### config.mk
export PLATFORM = sky130hd
export DESIGN_NAME = datapath_sequencer
export DESIGN_NICKNAME = d
export VERILOG_FILES = /design/src/rtl/datapath_seq_pkg.sv /design/src/rtl/datapath_decoder.sv /design/src/rtl/datapath_sequencer.sv
export SDC_FILE = /design/constraint.sdc
export NUM_CORES = 1
export LEC_CHECK = 0
export BUFFER_PORTS_ARGS = -buffer_cell sky130_fd_sc_hd__clkbuf_2
export CORE_MARGIN = 2
export CORE_UTILIZATION = 40
export DETAILED_ROUTE_END_ITERATION = 8
export MAX_ROUTING_LAYER = met4
export PLACE_DENSITY = 0.69
export SYNTH_ARGS = -nofsm -noshare
export SYNTH_HDL_FRONTEND = slang
export SYNTH_SLANG_ARGS = --single-unit
export TNS_END_PERCENT = 100
### constraint.sdc
create_clock -name clk -period 3.2 [get_ports clk]
set_input_delay 0.16 -clock clk [delete_from_list [all_inputs] [get_ports clk]]
set_output_delay 0.16 -clock clk [all_outputs]
set_load 0.005 [all_outputs]
### src/rtl/datapath_seq_pkg.sv
// -----------------------------------------------------------------------------
// datapath_seq_pkg
// Shared types and constants for the datapath program sequencer: opcode and
// FSM state enums, write-back source selects, the instruction field layout
// and the control bundle driven into the 16-register ALU datapath.
// -----------------------------------------------------------------------------
package datapath_seq_pkg;

    localparam int unsigned INSTR_W = 16;
    localparam int unsigned REG_AW  = 4;
    localparam int unsigned OP_W    = 3;
    localparam int unsigned SEL_W   = 4;
    localparam int unsigned IMM_W   = 8;

    // Instruction opcodes; any encoding not listed executes as a NOP
    typedef enum logic [3:0] {
        OPC_ADD  = 4'h0,
        OPC_SUB  = 4'h1,
        OPC_CMP  = 4'h2,
        OPC_AND  = 4'h3,
        OPC_MOV  = 4'h4,
        OPC_LDI  = 4'h8,
        OPC_IN   = 4'h9,
        OPC_JMP  = 4'hA,
        OPC_JZ   = 4'hB,
        OPC_HALT = 4'hF
    } opcode_e;

    typedef enum logic [1:0] {
        S_IDLE   = 2'd0,
        S_FETCH  = 2'd1,
        S_DECODE = 2'd2,
        S_EXEC   = 2'd3
    } state_e;

    // Write-back source selects
    localparam logic [SEL_W-1:0] SEL_ALU = 4'd0;
    localparam logic [SEL_W-1:0] SEL_IMM = 4'd1;
    localparam logic [SEL_W-1:0] SEL_IN  = 4'd2;

    // Instruction word; imm8/jump target overlays the raa/rab fields
    typedef struct packed {
        logic [3:0]        opcode;
        logic [REG_AW-1:0] wa;
        logic [REG_AW-1:0] raa;
        logic [REG_AW-1:0] rab;
    } instr_t;

    // Datapath control bundle
    typedef struct packed {
        logic              wen;
        logic [REG_AW-1:0] wa;
        logic [REG_AW-1:0] raa;
        logic [REG_AW-1:0] rab;
        logic [OP_W-1:0]   op;
        logic [SEL_W-1:0]  sel;
        logic [IMM_W-1:0]  ctrl;
    } ctl_t;

    // Low byte of the instruction: immediate or jump target
    function automatic logic [IMM_W-1:0] instr_imm8(input instr_t ir);
        return {ir.raa, ir.rab};
    endfunction

endpackage

### src/rtl/datapath_decoder.sv
// -----------------------------------------------------------------------------
// datapath_decoder
// Combinational instruction decoder: maps an instruction word onto the
// datapath control bundle plus the sequencing flags used in EXEC.
// Ports:
//   i_instr     in  16      instruction word
//   o_ctl       out ctl_t   Wen/WA/RAA/RAB/Op/Sel/Ctrl for this instruction
//   o_jump      out 1       instruction is JMP or JZ
//   o_cond      out 1       jump is conditional on the stored zero flag
//   o_flag_upd  out 1       ALU op whose Flag result must be captured
//   o_halt      out 1       HALT
//   o_target    out ADDR_W  jump target
// -----------------------------------------------------------------------------
module datapath_decoder
    import datapath_seq_pkg::*;
#(
    parameter int unsigned ADDR_W = 8
) (
    input  logic [INSTR_W-1:0] i_instr,
    output ctl_t               o_ctl,
    output logic               o_jump,
    output logic               o_cond,
    output logic               o_flag_upd,
    output logic               o_halt,
    output logic [ADDR_W-1:0]  o_target
);

    instr_t w_ir;

    assign w_ir     = instr_t'(i_instr);
    assign o_target = ADDR_W'(instr_imm8(w_ir));

    // Opcode decode; unlisted opcodes leave everything inactive (NOP)
    always_comb begin
        o_ctl      = '0;
        o_jump     = 1'b0;
        o_cond     = 1'b0;
        o_flag_upd = 1'b0;
        o_halt     = 1'b0;
        case (w_ir.opcode)
            OPC_ADD, OPC_SUB, OPC_AND, OPC_MOV: begin
                o_ctl.wen  = 1'b1;
                o_ctl.wa   = w_ir.wa;
                o_ctl.raa  = w_ir.raa;
                o_ctl.rab  = w_ir.rab;
                o_ctl.op   = w_ir.opcode[OP_W-1:0];
                o_ctl.sel  = SEL_ALU;
                o_flag_upd = 1'b1;
            end
            OPC_CMP: begin
                // Compare runs the ALU for its flag only; no write-back
                o_ctl.raa  = w_ir.raa;
                o_ctl.rab  = w_ir.rab;
                o_ctl.op   = w_ir.opcode[OP_W-1:0];
                o_ctl.sel  = SEL_ALU;
                o_flag_upd = 1'b1;
            end
            OPC_LDI: begin
                o_ctl.wen  = 1'b1;
                o_ctl.wa   = w_ir.wa;
                o_ctl.sel  = SEL_IMM;
                o_ctl.ctrl = instr_imm8(w_ir);
            end
            OPC_IN: begin
                o_ctl.wen  = 1'b1;
                o_ctl.wa   = w_ir.wa;
                o_ctl.sel  = SEL_IN;
            end
            OPC_JMP: begin
                o_jump     = 1'b1;
            end
            OPC_JZ: begin
                o_jump     = 1'b1;
                o_cond     = 1'b1;
            end
            OPC_HALT: begin
                o_halt     = 1'b1;
            end
            default: begin
            end
        endcase
    end

endmodule

### src/rtl/datapath_sequencer.sv
// -----------------------------------------------------------------------------
// datapath_sequencer
// Program sequencer for the 16-register ALU datapath. Fetches instructions
// from a synchronous ROM, decodes them and drives the datapath controls for
// one EXEC cycle per instruction (FETCH -> DECODE -> EXEC, 3 cycles each).
// Ports:
//   clk, rst          clock (rising edge), async active-high reset
//   start             begin execution at address 0 (honoured in IDLE only)
//   imem_addr/_data   ROM address out, ROM data in (one-cycle latency)
//   Wen/WA/RAA/RAB    register-file write enable and addresses
//   Op/Sel/Ctrl       ALU op, write-back source, immediate
//   Flag              datapath zero flag, sampled at the end of ALU EXECs
//   busy/done/error   run status; done/error pulse as IDLE is re-entered
// -----------------------------------------------------------------------------
module datapath_sequencer
    import datapath_seq_pkg::*;
#(
    parameter int unsigned ADDR_W    = 8,
    parameter int unsigned MAX_STEPS = 1024
) (
    input  logic                clk,
    input  logic                rst,
    input  logic                start,
    output logic [ADDR_W-1:0]   imem_addr,
    input  logic [INSTR_W-1:0]  imem_data,
    output logic                Wen,
    output logic [REG_AW-1:0]   WA,
    output logic [REG_AW-1:0]   RAA,
    output logic [REG_AW-1:0]   RAB,
    output logic [OP_W-1:0]     Op,
    output logic [SEL_W-1:0]    Sel,
    output logic [IMM_W-1:0]    Ctrl,
    input  logic                Flag,
    output logic                busy,
    output logic                done,
    output logic                error
);

    localparam int unsigned STEP_W = $clog2(MAX_STEPS + 1);

    state_e               r_state;
    logic [INSTR_W-1:0]   r_ir;
    logic [ADDR_W-1:0]    r_pc;
    logic                 r_flag_q;
    logic [STEP_W-1:0]    r_steps;
    logic                 r_last;

    logic [INSTR_W-1:0]   w_instr;
    ctl_t                 w_ctl;
    logic                 w_jump;
    logic                 w_cond;
    logic                 w_flag_upd;
    logic                 w_halt;
    logic [ADDR_W-1:0]    w_target;
    logic                 w_last;
    logic                 w_taken;
    logic [ADDR_W-1:0]    w_next_pc;

    // Decode the ROM word directly in DECODE so the controls can be
    // registered into EXEC; in EXEC the latched IR drives sequencing.
    assign w_instr = (r_state == S_DECODE) ? imem_data : r_ir;

    datapath_decoder #(
        .ADDR_W     (ADDR_W)
    ) u_decoder (
        .i_instr    (w_instr),
        .o_ctl      (w_ctl),
        .o_jump     (w_jump),
        .o_cond     (w_cond),
        .o_flag_upd (w_flag_upd),
        .o_halt     (w_halt),
        .o_target   (w_target)
    );

    // The instruction about to enter EXEC is the last one allowed
    assign w_last    = (r_steps == STEP_W'(MAX_STEPS - 1));
    assign w_taken   = w_jump & (~w_cond | r_flag_q);
    assign w_next_pc = w_taken ? w_target : r_pc + ADDR_W'(1);

    // Sequencer FSM with registered datapath controls and status
    always_ff @(posedge clk or posedge rst) begin
        if (rst) begin
            r_state   <= S_IDLE;
            r_ir      <= '0;
            r_pc      <= '0;
            r_flag_q  <= 1'b0;
            r_steps   <= '0;
            r_last    <= 1'b0;
            imem_addr <= '0;
            Wen       <= 1'b0;
            WA        <= '0;
            RAA       <= '0;
            RAB       <= '0;
            Op        <= '0;
            Sel       <= '0;
            Ctrl      <= '0;
            busy      <= 1'b0;
            done      <= 1'b0;
            error     <= 1'b0;
        end else begin
            done  <= 1'b0;
            error <= 1'b0;
            case (r_state)
                S_IDLE: begin
                    if (start) begin
                        r_state   <= S_FETCH;
                        r_pc      <= '0;
                        imem_addr <= '0;
                        r_flag_q  <= 1'b0;
                        r_steps   <= '0;
                        busy      <= 1'b1;
                    end
                end
                S_FETCH: begin
                    r_state <= S_DECODE;
                end
                S_DECODE: begin
                    r_ir    <= imem_data;
                    r_last  <= w_last;
                    // A step-limit abort suppresses this instruction's write
                    Wen     <= w_ctl.wen & ~w_last;
                    WA      <= w_ctl.wa;
                    RAA     <= w_ctl.raa;
                    RAB     <= w_ctl.rab;
                    Op      <= w_ctl.op;
                    Sel     <= w_ctl.sel;
                    Ctrl    <= w_ctl.ctrl;
                    r_state <= S_EXEC;
                end
                S_EXEC: begin
                    Wen     <= 1'b0;
                    WA      <= '0;
                    RAA     <= '0;
                    RAB     <= '0;
                    Op      <= '0;
                    Sel     <= '0;
                    Ctrl    <= '0;
                    r_steps <= r_steps + STEP_W'(1);
                    if (w_flag_upd) begin
                        r_flag_q <= Flag;
                    end
                    if (r_last) begin
                        r_state <= S_IDLE;
                        busy    <= 1'b0;
                        error   <= 1'b1;
                    end else if (w_halt) begin
                        r_state <= S_IDLE;
                        busy    <= 1'b0;
                        done    <= 1'b1;
                    end else begin
                        r_state   <= S_FETCH;
                        r_pc      <= w_next_pc;
                        imem_addr <= w_next_pc;
                    end
                end
                default: begin
                    r_state <= S_IDLE;
                end
            endcase
        end
    end

endmodule

# Word-level counts from Yosys, hierarchy flattened
# Index checks and enable logic that the tools add are counted.
# word_totals
mem_bits_ro	0
out_inout_bits	39
inputBits	20
ramBits	0
memories	0
ff_bits	70
latchBits	0
word_cells	91
# classes
n_reduce_logical	11
n_eq_ne	18
addsub	2
n_div	0
n_mul	0
bitwise	5
n_lt_le_gt_ge	0
n_mux	39
shift	0
# ops
cell	n
$mux 8	5
$pmux 4 s2	4
$pmux 8 s2	2
$mux 11	2
$pmux 11 s2	1
$eq 4x4->1 const B	5
$mux 1	16
$mux 16	1
$add 11x1->11 const B	1
$eq 11x10->1 const B	1
$add 8x1->8 const B	1
$eq 4x2->1 const B	2
$pmux 2 s4	1
$ne 2x2->1 const B	3
$pmux 1 s2	3
$pmux 3 s2	1
$reduce_and 3->1	2
$reduce_or 6->1	1
$mux 5	1
$reduce_or 5->1	1
$eq 2x2->1 const B	2
$eq 4x1->1 const B	1
$eq 4x3->1 const B	1
$logic_not 4->1	1
13 further kinds	16

# Logic depth before layout (Yosys ltp)
# depth
depth_word	11
mapped_depth	10
mapped_depth_nobuf	7

# By module
# A second synthesis with hierarchy kept.
# hier_totals
cells_unflattened	340
hier_area_um2	3637.2
# by_module_without_submodules
module	area_each_um2	cells_each	n_inst	seq_area_each_um2
datapath_sequencer	3180.6	287	1	1751.7
datapath_decoder	456.7	53	1	0.0

# Worst setup path after synthesis
# OpenSTA, ideal clock, no wires.
# synth_path
path_kind	register to register
from	reg r_state[0]
to	reg r_pc[2]
synth_period_minus_slack_ns	1.783
path_stages_with_launch	9
required_ns	3.066
n_path_buf	2
arrival_time_ns	1.650
slack_ns	1.417
setup_time_ns	0.134
cell_sequence	dfrtp_1 -> inv_1 -> ha_1 -> buf_6 -> and2_1 -> a32oi_4 -> buf_6 -> mux2i_1 -> o211ai_1
# synth_via
elab_chain_len	11
elab_cells_between_ends	23
classes_between	eq/ne: 8; mux: 8; bitwise: 3; reduce/logical: 4
# synth_lines
element	line_no	source
start, declared	datapath_sequencer.sv:41	state_e r_state;
start signal, assigned	datapath_sequencer.sv:83	r_state <= S_IDLE;
start signal, assigned	datapath_sequencer.sv:106	r_state <= S_FETCH;
start signal, assigned	datapath_sequencer.sv:115	r_state <= S_DECODE;
$eq 2x2->1	datapath_sequencer.sv:61	assign w_instr = (r_state == S_DECODE) ? imem_data : r_ir;
$mux 16	n/a	
$eq 4x4->1	datapath_decoder.sv:40	case (w_ir.opcode)
$mux 1	datapath_decoder.sv:40	
$not 1->1	datapath_sequencer.sv:77	assign w_taken = w_jump & (~w_cond | r_flag_q);
$or 1x1->1	datapath_sequencer.sv:77	
$and 1x1->1	datapath_sequencer.sv:77	
$mux 8	datapath_sequencer.sv:78	assign w_next_pc = w_taken ? w_target : r_pc + ADDR_W'(1);
$mux 8	datapath_sequencer.sv:146	end else if (w_halt) begin
$mux 8	datapath_sequencer.sv:142	if (r_last) begin
$pmux 8 s2	datapath_sequencer.sv:103	case (r_state)
end signal, assigned	datapath_sequencer.sv:152	r_pc <= w_next_pc;
end, declared	datapath_sequencer.sv:43	logic [ADDR_W-1:0] r_pc;
# Several ways; a longest one is shown, not always the timed one. The select of a mux whose other input is x is not followed.
# A chain may end at the register's enable or synchronous reset.

# Final worst setup path
# layout_path
from	reg r_state[0]
to	reg r_pc[0]
# Same word-level chain as after synthesis.

==> flow_metrics.tcl <==
set metrics [dict create \
    hp-start "imem_data[9]" \
    ant_nets 0 \
    firstDrtPassIters 4 \
    path_class "reg2reg" \
    maxCapViolations 0 \
    pwr-share-seq_pct 36.8 \
    hold_violations 0 \
    drt_iter0_markers 150 \
    max_clock_freq_ghz 0.3953 \
    rsz0062_at_grt "no" \
    groute.usage.overall_pct 18.58 \
    ys_seq_area_share_pct 49.00 \
    r2r_end "r_pc[0]" \
    postSynthCellCount 330 \
    syn_area_um2 3268 \
    gp_congestion 0.8125 \
    syn_area_per_cell_um2 9.903 \
    synthXorXnorAreaFrac_pct 1.340 \
    internal_power_uw 1890 \
    synthAdderAreaFrac_pct 1.914 \
    viasPerCell 5.369 \
    worst_slack_ps 670.2 \
    regArea_um2 1602 \
    ys_ff_latch 64 \
    clock_sinks 64 \
    leakagePower_uw 0.001776 \
    worstMarginPinSlew_ps 679.9 \
    ys.flop_type "dfrtp_1" \
    finClkSkew_ps 6.049 \
    grt_overflow 0 \
    whs_path_depth 3 \
    post_cts_resized 0 \
    grt_antenna_before_repair 0 \
    whs_endpoint "WA[1]" \
    rows 32 \
    cp.arrival_ps 2800 \
    switching_share_pct 41.00 \
    hp-class "in2reg" \
    worstPathMaxFanout 21 \
    relSlewSlack_pct 54.67 \
    synth_compound_area_share_pct 13.21 \
    pre_cts_slack_ps 703.4 \
    fillers 737 \
    synth_edf_count 0 \
    yosysWarnings 0 \
    grt_pass1_wl_um 12320 \
    status "complete, no violations" \
    hpwlAfterDp_um 5323 \
    startpoint_type "flip-flop" \
    cts.path.max_buffers 2 \
    dp.cells 471 \
    final_nets 406 \
    clockRootBuffer "clkbuf_8" \
    cts_htree_levels 3 \
    boundaryPins 59 \
    tns_ps 0 \
    yosys-mux-area-fraction_pct 6.891 \
    grt_pass1_vias 2460 \
    clk-insertion-delay-late_ps 350 \
    powerDensity_nw_per_um2 849.5 \
    slew_violations 0 \
    setup_viol 0 \
    grt_start_max_net_pins 43 \
    multi_input_area_um2 1473 \
    vias 2620 \
    p_sw_uw 1313 \
    worstReg2RegStart "r_state[0]" \
    wl_per_cell_um 15.27 \
    core_area_um2 7807 \
    start_util_pct 41.86 \
    wirelength_um 7453 \
    synth_top_family_by_area "simple AND/OR/NAND/NOR gates" \
    clkPwrFrac_pct 21.5 \
    r2r_slack_ps 670 \
    path_clk_slew_ps 70 \
    synth-simple-area-share_pct 21.48 \
    die_y_um 94.39 \
    diodes 0 \
    final_cell_mix "64 x dfrtp_1, 56 x clkbuf_2, 38 x nand2_1, 31 x o21ai_0" \
    drive_above_1_share_pct 24.35 \
    post-route-period-util_pct 79.05 \
    synthArstFlopShare_pct 100.0 \
    fin_total_pwr_uw 3204 \
    r2r_cells 6 \
    layout_commonest_cell "dfrtp_1" \
    die-area_um2 8909 \
    ir_worst_vdd_mv 0.3028 \
    cp-end-kind "flip-flop" \
    finalNonFillerCells 488 \
    port_buffers 56 \
    required_ps 3470 \
    cts_tree "done" \
    die_w_um 94.39 \
    period_minus_slack_ps 2530 \
    synth.distinct_cells 50 \
    whs_ps 56.04 \
    pwr-share-comb_pct 41.7 \
    drc 0 \
    area_growth_pct 15.39 \
    cts-buffers-inserted 9 \
]
-- stage by stage --
| step | utilization, % | cell area [µm²] |
|---|---|---|
| finish | 48.30 | 3771 |
| global route | 48.30 | 3771 |
| CTS | 48.30 | 3771 |
| detailed placement | 45.66 | 3565 |
| global placement | 45.66 | 3565 |
| floorplan | - | 3272 |
-- state kept, by name, summed over array words and instances, names as in the netlist --
signal / flops
RAA: 4
Sel: 2
error: 1
busy: 1
RAB: 4
r_last: 1
r_state: 2
r_ir: 12
Op: 3
r_steps: 11
Wen: 1
WA: 4
r_flag_q: 1
r_pc: 8
Ctrl: 8
done: 1
-- repair_timing --
action / in CTS / in global routing
setup endpoints to repair: 0 / 0
hold buffers: 1 / 0
hold endpoints to repair: 22 / 0
buffers inserted: 0 / 0
-- kinds of logic after synthesis --
kind of cell    after synthesis
fa+ha+maj                     5
compound gates               68
other cells                   1
mux                          21
simple gates                130
xor+xnor                      5
flops                        64
buf+inv                      36
-- critical path: stages, from the launching register on --
cell	delay, ps
dfrtp_1	410
inv_1	100
ha_1	600
and4bb_1	290
a32oi_4	520
mux2_2	400
o21ai_0	130
-- how the worst max path moves through the flow --
stage                          start      end  slack [ps]  cells after the start
after floorplan           r_state[0]  r_pc[2]        1420                      8
after global placement    r_state[0]  r_pc[0]         780                      6
after detailed placement  r_state[0]  r_pc[0]         700                      6
after CTS                 r_state[0]  r_pc[0]         690                      6
after global routing      r_state[0]  r_pc[0]         500                      6
final                     r_state[0]  r_pc[0]         670                      6
-- routing by layer --
| layer | up-vias | wire length [µm] | track usage [%] |
|---|---|---|---|
| li1 | 1262 | - | - |
| met1 | 1272 | 3464 | 25.04 |
| met2 | 73 | 3511 | 27.20 |
| met3 | 13 | 355 | 4.230 |
| met4 | 0 | 121 | 7.609 |
| met5 | - | 0 | - |
-- synthesized netlist by cell type (all sizes together), types with 2 or more instances --
cell type,n,area (µm²)
nor4,3,18.77
o21a,3,22.52
nand2b,8,50.05
nor2,17,63.81
a21oi,15,75.07
xnor2,4,35.03
o21ai,33,165.2
buf,14,115.1
nand4,11,68.82
nor2b,4,32.53
or3,4,30.03
inv,14,52.55
nand3b,5,37.54
mux2i,9,90.09
clkbuf,8,30.03
nand3,17,85.08
ha,5,62.56
mux2,12,135.1
o211ai,6,45.04
nand4b,3,26.28
dfrtp,64,1602
a22o,3,26.28
nor3b,2,15.01
and2,4,25.02
nor3,5,25.02
nand2,38,142.6
-- layout make-up --
| type | instances | share of cell area, % |
|---|---|---|
| repair buffers | 61 | 8.494 |
| flip-flops and latches | 64 | 42.47 |
| clock buffers | 9 | 3.285 |
| well taps | 102 | 3.384 |
| clock inverters | 7 | 1.924 |
| inverters | 14 | 1.393 |
| multi-input cells | 231 | 39.05 |
-- power by group through the flow --
stage,sequential [µW],combinational (µW),clock [µW]
6_report,1180,1340,690
5_1_grt,1210,1480,747
4_1_cts,1180,1350,705
3_5_place_dp,1190,1340,0
3_3_place_gp,1180,1310,0
2_1_floorplan,1160,1030,0
Note: power is estimated with default switching activity, not from simulation.
